### config.mk
export PLATFORM = sky130hd
export DESIGN_NAME = core_reg_read_arbiter
export DESIGN_NICKNAME = d
export VERILOG_FILES = /design/src/rtl/core_reg_read_arbiter_pkg.sv /design/src/rtl/core_reg_read_arbiter_rr_picker.sv /design/src/rtl/core_reg_read_arbiter.sv
export SDC_FILE = /design/constraint.sdc
export NUM_CORES = 1
export LEC_CHECK = 0
export BUFFER_PORTS_ARGS = -buffer_cell sky130_fd_sc_hd__buf_2
export CAP_MARGIN = 20
export CORE_MARGIN = 5
export CORE_UTILIZATION = 46
export DETAILED_ROUTE_END_ITERATION = 8
export GPL_TIMING_DRIVEN = 0
export PLACE_DENSITY = 0.83
export SLEW_MARGIN = 25
export SYNTH_ARGS = -nofsm -noshare
export SYNTH_HDL_FRONTEND = slang
export SYNTH_SLANG_ARGS = --single-unit
### constraint.sdc
create_clock -name clk -period 4.45 [get_ports clk]
set_clock_uncertainty 0.2 [all_clocks]
set_input_delay 0.2225 -clock clk [delete_from_list [all_inputs] [get_ports clk]]
set_output_delay 0.2225 -clock clk [all_outputs]
set_load 0.005 [all_outputs]
### src/rtl/core_reg_read_arbiter_pkg.sv
// Shared types for the GP register-file read-port arbiter.
// CORE_REG_ARB_FIXED_PRIO_EN selects fixed priority instead of round-robin.
package core_reg_read_arbiter_pkg;

    localparam int NUM_GPREGS = 32;
    localparam int WORD_W     = 32;
    localparam int REG_NUM_W  = $clog2(NUM_GPREGS);

    typedef logic [WORD_W-1:0]    word;
    typedef logic [REG_NUM_W-1:0] reg_num;

    typedef enum logic {
        ARB    = 1'b0,
        SECOND = 1'b1
    } arb_state_t;

    // Requester index width; a single requester still needs one bit.
    function automatic int req_idx_w(input int num_req);
        return (num_req > 1) ? $clog2(num_req) : 1;
    endfunction

endpackage

### src/rtl/core_reg_read_arbiter_rr_picker.sv
// One-hot picker: rotating priority starting at ptr, or lowest-index-wins
// when CORE_REG_ARB_FIXED_PRIO_EN is defined (ptr is then ignored).
module core_rr_picker
    import core_reg_read_arbiter_pkg::*;
#(
    parameter int N  = 3,
    parameter int IW = req_idx_w(N)
) (
    input  logic [N-1:0]  req,
    input  logic [IW-1:0] ptr,
    output logic [N-1:0]  grant,
    output logic [IW-1:0] grant_idx,
    output logic          any
);

`ifdef CORE_REG_ARB_FIXED_PRIO_EN
    always_comb begin
        grant     = '0;
        grant_idx = '0;
        any       = 1'b0;
        for (int i = 0; i < N; i++) begin
            if (!any && req[i]) begin
                grant[i]  = 1'b1;
                grant_idx = IW'(i);
                any       = 1'b1;
            end
        end
    end
`else
    always_comb begin
        int k;
        grant     = '0;
        grant_idx = '0;
        any       = 1'b0;
        k         = 0;
        for (int i = 0; i < N; i++) begin
            k = int'(ptr) + i;
            if (k >= N) begin
                k = k - N;
            end
            if (!any && req[k]) begin
                grant[k]  = 1'b1;
                grant_idx = IW'(k);
                any       = 1'b1;
            end
        end
    end
`endif

endmodule

### src/rtl/core_reg_read_arbiter.sv
// Shares the register file's single read port among NUM_REQ requesters.
// Build option: CORE_REG_ARB_FIXED_PRIO_EN (fixed priority, no rr pointer).
module core_reg_read_arbiter
    import core_reg_read_arbiter_pkg::*;
#(
    parameter int NUM_REQ = 3
) (
    input  logic                 clk,
    input  logic                 rst,
    input  logic [NUM_REQ-1:0]   req_valid,
    input  logic [NUM_REQ-1:0]   req_pair,
    input  reg_num [NUM_REQ-1:0] req_reg_a,
    input  reg_num [NUM_REQ-1:0] req_reg_b,
    output logic [NUM_REQ-1:0]   req_ready,
    output reg_num               file_rd_r,
    input  word                  file_rd_value,
    output logic [NUM_REQ-1:0]   rsp_valid,
    output logic                 rsp_slot,
    output word                  rsp_value,
    output logic                 busy,
    output arb_state_t           dbg_state
);

    localparam int IW = req_idx_w(NUM_REQ);

    // Handshake: req_ready[w] is a combinational same-cycle accept of a held
    // req_valid[w]; responses are unconditional one-cycle pulses (no backpressure).

    arb_state_t           state_q, state_d;
    reg_num               rd_r_q, rd_r_d;
    reg_num               reg_b_q, reg_b_d;
    logic [IW-1:0]        owner_q, owner_d;
    logic [NUM_REQ-1:0]   rsp_valid_q, rsp_valid_d;
    logic                 rsp_slot_q, rsp_slot_d;
    logic [IW-1:0]        pick_ptr;
    logic [NUM_REQ-1:0]   pick_grant;
    logic [IW-1:0]        pick_idx;
    logic                 pick_any;

`ifndef CORE_REG_ARB_FIXED_PRIO_EN
    logic [IW-1:0]        rr_ptr_q, rr_ptr_d;
    assign pick_ptr = rr_ptr_q;
`else
    assign pick_ptr = '0;
`endif

    core_rr_picker #(
        .N  (NUM_REQ),
        .IW (IW)
    ) u_picker (
        .req       (req_valid),
        .ptr       (pick_ptr),
        .grant     (pick_grant),
        .grant_idx (pick_idx),
        .any       (pick_any)
    );

    // No grant or issue while rst is high: whatever would be accepted is dropped.
    always_comb begin
        state_d     = state_q;
        rd_r_d      = rd_r_q;
        reg_b_d     = reg_b_q;
        owner_d     = owner_q;
        rsp_valid_d = '0;
        rsp_slot_d  = 1'b0;
        req_ready   = '0;
`ifndef CORE_REG_ARB_FIXED_PRIO_EN
        rr_ptr_d    = rr_ptr_q;
`endif
        case (state_q)
            ARB: begin
                if (pick_any && !rst) begin
                    req_ready   = pick_grant;
                    rd_r_d      = req_reg_a[pick_idx];
                    rsp_valid_d = pick_grant;
`ifndef CORE_REG_ARB_FIXED_PRIO_EN
                    rr_ptr_d    = (pick_idx == IW'(NUM_REQ - 1)) ? '0 : pick_idx + IW'(1);
`endif
                    if (req_pair[pick_idx]) begin
                        reg_b_d = req_reg_b[pick_idx];
                        owner_d = pick_idx;
                        state_d = SECOND;
                    end
                end
            end
            SECOND: begin
                state_d = ARB;
                if (!rst) begin
                    rd_r_d               = reg_b_q;
                    rsp_valid_d[owner_q] = 1'b1;
                    rsp_slot_d           = 1'b1;
                end
            end
            default: state_d = ARB;
        endcase
    end

    always_ff @(posedge clk) begin
        if (rst) begin
            state_q     <= ARB;
            rd_r_q      <= '0;
            reg_b_q     <= '0;
            owner_q     <= '0;
            rsp_valid_q <= '0;
            rsp_slot_q  <= 1'b0;
`ifndef CORE_REG_ARB_FIXED_PRIO_EN
            rr_ptr_q    <= '0;
`endif
        end else begin
            state_q     <= state_d;
            rd_r_q      <= rd_r_d;
            reg_b_q     <= reg_b_d;
            owner_q     <= owner_d;
            rsp_valid_q <= rsp_valid_d;
            rsp_slot_q  <= rsp_slot_d;
`ifndef CORE_REG_ARB_FIXED_PRIO_EN
            rr_ptr_q    <= rr_ptr_d;
`endif
        end
    end

    // rd_r_d already holds the address being presented this cycle.
    assign file_rd_r = rd_r_d;
    assign rsp_valid = rsp_valid_q;
    assign rsp_slot  = rsp_slot_q;
    assign rsp_value = file_rd_value;
    assign busy      = (state_q == SECOND);
    assign dbg_state = state_q;

endmodule

==> metrics list <==
- Synthesis inferred 19 register bits.
- Required time worst endpoint: 4.03 ns
* Post-Syn Instances: around 210
- Share of synthesized cell area in full adder, half adder and majority cells: 2.778%
- The clock network is responsible for 9.0% of the overall power.
- In this run, synthesis inferred 0 flip-flops with an integrated enable.
- In this run the deepest clock path goes through 2 buffers.
* Overall routing resource usage: 16.93%
* Area of the mapped netlist: roughly 1800 um^2
- Share of the clock period used by the worst path: 74.79%
- Once the floorplan was initialized, standard cells occupied 48.48% of the core.
- Total DRC errors in the routed layout: 0
- The number of global-route vias before repair came to 1621.
* Critical path class: reg -> out
* Finished Layout Cells: 342
* Pin count of the biggest net entering global routing: 11
- In this run the power spent charging and discharging nets is 0.5716 mW.
- In the routed layout, each cell is associated on average with a via count of 5.088.
- Post-Synth Simple-Gate Area: approximately 18%
- Post-Synthesis Net Count: about 280
* Number of iterations in the first detailed-routing pass: 4
- Static timing analysis puts the maximum clock frequency at between 300 and 400 MHz.
* Routed WL: 4.700 mm
* Least-Margin Pin Slew: around 0.56 ns
- The routed layout has 1740 vias.
* Sum of net half-perimeters after detailed placement: 3.892 mm
* Ys flop type: sky130_fd_sc_hd__dfxtp_1
* Final WS setup: 1.122 ns
- The analysis attributes to cell leakage a power of roughly 1.2 nW.
- Nets: 369
- Setup repair after global routing left no endpoint under its margin.
* Gp weighted congestion: 0.8732
- Clock latency of the later-clocked register in the worst-skew pair: 0.25 ns
* Most used standard cells in the synthesized netlist: sky130_fd_sc_hd__buf_4, sky130_fd_sc_hd__mux2i_1, sky130_fd_sc_hd__dfxtp_1, sky130_fd_sc_hd__nand2_1, sky130_fd_sc_hd__inv_1
* Part of the total power dissipated in combinational logic: around 70%
* Initial DRC count: 89
- Once placement completed, the tool counted placed cells totaling 338.
- Counting every sink on the clock net gives 19.
- The worst register-to-register path ends at reg_b_q[0].
- Number of antenna diodes: 0
* Total clock buffers created by CTS: 3
- In this run the worst path has a maximum fanout of 10.
* MaxCap Viol Count: 0
- Row generation in the floorplan step produced 22 rows.
- Max VDD drop: ~0.00029 V
- Main combinational cell family by area after synthesis: multiplexers
- Yosys printed 0 warnings.
- Of the post-synthesis cell area, the part taken by muxes is 19.86%.
- The critical path starts at pick_ptr[0].
- Hold timing on the final database bottoms out at a slack of 0.03965 ns.
* Share of synthesized flip-flops with an asynchronous set or reset: 0%
* Post-CTS resize count: 0
* Register share of total power: 21.4%
- Chip height: about 73 um
* Synth-to-Final Area Change: 28.89%
* Number of failing hold endpoints at the final stage: 0
- OpenSTA, run right after detailed placement, puts the worst setup slack at between 1 and 1.5 ns.
* Source of the worst register-to-register timing path: pick_ptr[0]
* Final setup violating endpoints: 0
* Post-route total power: between 1 and 1.5 mW
- Critical Path Start Type: register
- Cell type contributing the most total cell area after synthesis: sky130_fd_sc_hd__dfxtp_1
* Antenna violations before repair: 0
- Worst setup path end: file_rd_r[4]
* Share of the synthesized netlist area taken by xor and xnor gates: 0%
* # IOs: 116
- Global routing finished with a remaining overflow of 0.
- Run status: finished, final reports clean
- Number of buffers inserted to repair setup after CTS: 0
* Die footprint: between 5000 and 6000 um^2
- Post-route core utilization: between 60% and 70%
* Class of the tightest hold or removal check: in -> reg
- The share of the Yosys chip area taken by registers is 21.11%.
- Register-to-register setup slack: 1.47 ns
* Headroom to the max-slew limit: 62.02%
- Layout cells sized above 1: between 50% and 60%
- Final-report max-slew violation count: 0
- Wire length of the first global-routing pass: 7.245 mm
- By instance count, the leading cell after synthesis is sky130_fd_sc_hd__buf_4.
- Worst path arrival time: 2.91 ns
- Summed over all failing endpoints, the final setup total negative slack is 0 ns.
* Average cell area after synthesis: 8.704 um^2
- Clk Tree Root Cell: sky130_fd_sc_hd__clkbuf_8
* Count of unique library cells instantiated by Yosys: 45
* CTS Hold Buffers Added: 0
- Clk slew on worst S/H paths: 0.07 ns
- Logic depth of the worst register-to-register path: 10
* Area contributors post-synth: sky130_fd_sc_hd__dfxtp_1, sky130_fd_sc_hd__buf_4, sky130_fd_sc_hd__mux2i_1
- Once placement finished, the instance area stood at 2277 um^2.
- Area of all placed cells without fillers: around 2300 um^2
* Total internal power: 0.7442 mW
* Critical path endpoint category: primary output
- Of the total power, the share spent switching nets is a little over two fifths.
* X dimension of the die: 72.59 um
* Synth Area in Compound Gates: 19.44%
- Subtracting the final worst setup slack from the clock period gives 3.328 ns.
- TritonCTS built the clock tree.
* Input/output buffers: 83
- Routed len/inst: 13.74 um
- Once detail routing completed, the nets flagged for antenna violations numbered 0.
* Fraction of post-synthesis cell area in the top cell type by area: 21.11%
- Number of H-tree branching levels: 1
* Core area: 3716 um^2
- Power per cell area: between 500 and 600 nW/um^2
## state kept, by name, indices dropped and copies added (netlist names)
register and count:
reg_b_q 5, rsp_slot 1, owner_q 2, pick_ptr 2
busy 1, rsp_valid 3, rd_r_q 5
## per-layer routing
layer / vias up / GRT usage, % / part of all wire, %
met2: 70 / 29.66 / 49
met3: 7 / 5.234 / 9.9
li1: 879 / - / -
met4: 0 / 3.279 / 1.4
met5: - / 0 / 0
met1: 784 / 20.37 / 39
## power by group through the flow
stage | logic (mW) | clock network (mW) | registers, mW
after detailed placement | 0.913 | 0 | 0.285
after CTS | 0.917 | 0.120 | 0.282
final | 0.915 | 0.118 | 0.282
after floorplan | 0.683 | 0 | 0.279
after global routing | 1.01 | 0.133 | 0.293
after global placement | 0.898 | 0 | 0.282
## cells by family after synthesis
kind of cell	after synthesis
compound gates	41
fa+ha+maj	4
buf+inv	53
flops	19
mux	33
simple gates	57
## how the worst min path moves through the flow
stage,endpoint,cells past startpoint,start
after floorplan,owner_q[1],2,req_pair[2]
after global placement,rd_r_q[4],2,reg_b_q[4]
after detailed placement,rd_r_q[2],2,reg_b_q[2]
after CTS,reg_b_q[2],3,req_reg_b[12]
after global routing,reg_b_q[2],3,req_reg_b[12]
final,reg_b_q[2],3,req_reg_b[12]
## cells in the final DEF (no fill, tap or decap), types with 2 or more instances in the layout
cell	netlist	routed
sky130_fd_sc_hd__a2111oi_0	5	5
sky130_fd_sc_hd__a21oi_1	5	5
sky130_fd_sc_hd__a31oi_1	6	6
sky130_fd_sc_hd__and3b_1	2	2
sky130_fd_sc_hd__buf_2	1	84
sky130_fd_sc_hd__buf_4	33	33
sky130_fd_sc_hd__buf_6	3	3
sky130_fd_sc_hd__clkbuf_1	4	5
sky130_fd_sc_hd__clkbuf_8	0	3
sky130_fd_sc_hd__dfxtp_1	19	19
sky130_fd_sc_hd__ha_1	4	4
sky130_fd_sc_hd__inv_1	12	12
sky130_fd_sc_hd__mux2_2	10	10
sky130_fd_sc_hd__mux2_4	3	3
sky130_fd_sc_hd__mux2i_1	20	20
sky130_fd_sc_hd__nand2_1	13	13
sky130_fd_sc_hd__nand2b_1	10	10
sky130_fd_sc_hd__nand3_1	2	2
sky130_fd_sc_hd__nand3b_1	5	5
sky130_fd_sc_hd__nor2_1	7	7
sky130_fd_sc_hd__nor2b_1	6	6
sky130_fd_sc_hd__nor3_1	6	6
sky130_fd_sc_hd__o21ai_0	4	4
sky130_fd_sc_hd__o22ai_1	5	5
## layout make-up
| type | instances | area (um^2) |
|---|---|---|
| fill | 345 | 1394 |
| multi-input combinational | 135 | 1075 |
| timing repair buffer | 83 | 415.4 |
| sequential | 19 | 380.4 |
| buffer | 41 | 301.5 |
| tap | 48 | 60.06 |
| clock buffer | 4 | 45.04 |
| inverter | 12 | 45.04 |
## worst max-delay path, stage by stage (launching register included)
cell and delay (ns):
sky130_fd_sc_hd__dfxtp_1 0.39, sky130_fd_sc_hd__inv_1 0.09, sky130_fd_sc_hd__ha_1 0.32, sky130_fd_sc_hd__buf_6 0.15, sky130_fd_sc_hd__mux2_4 0.32, sky130_fd_sc_hd__a21boi_4 0.27, sky130_fd_sc_hd__o2bb2ai_2 0.30, sky130_fd_sc_hd__mux2_2 0.40
sky130_fd_sc_hd__o22ai_1 0.18, sky130_fd_sc_hd__a31oi_1 0.08, sky130_fd_sc_hd__buf_2 0.16
Power figures use the tool's default switching activity.
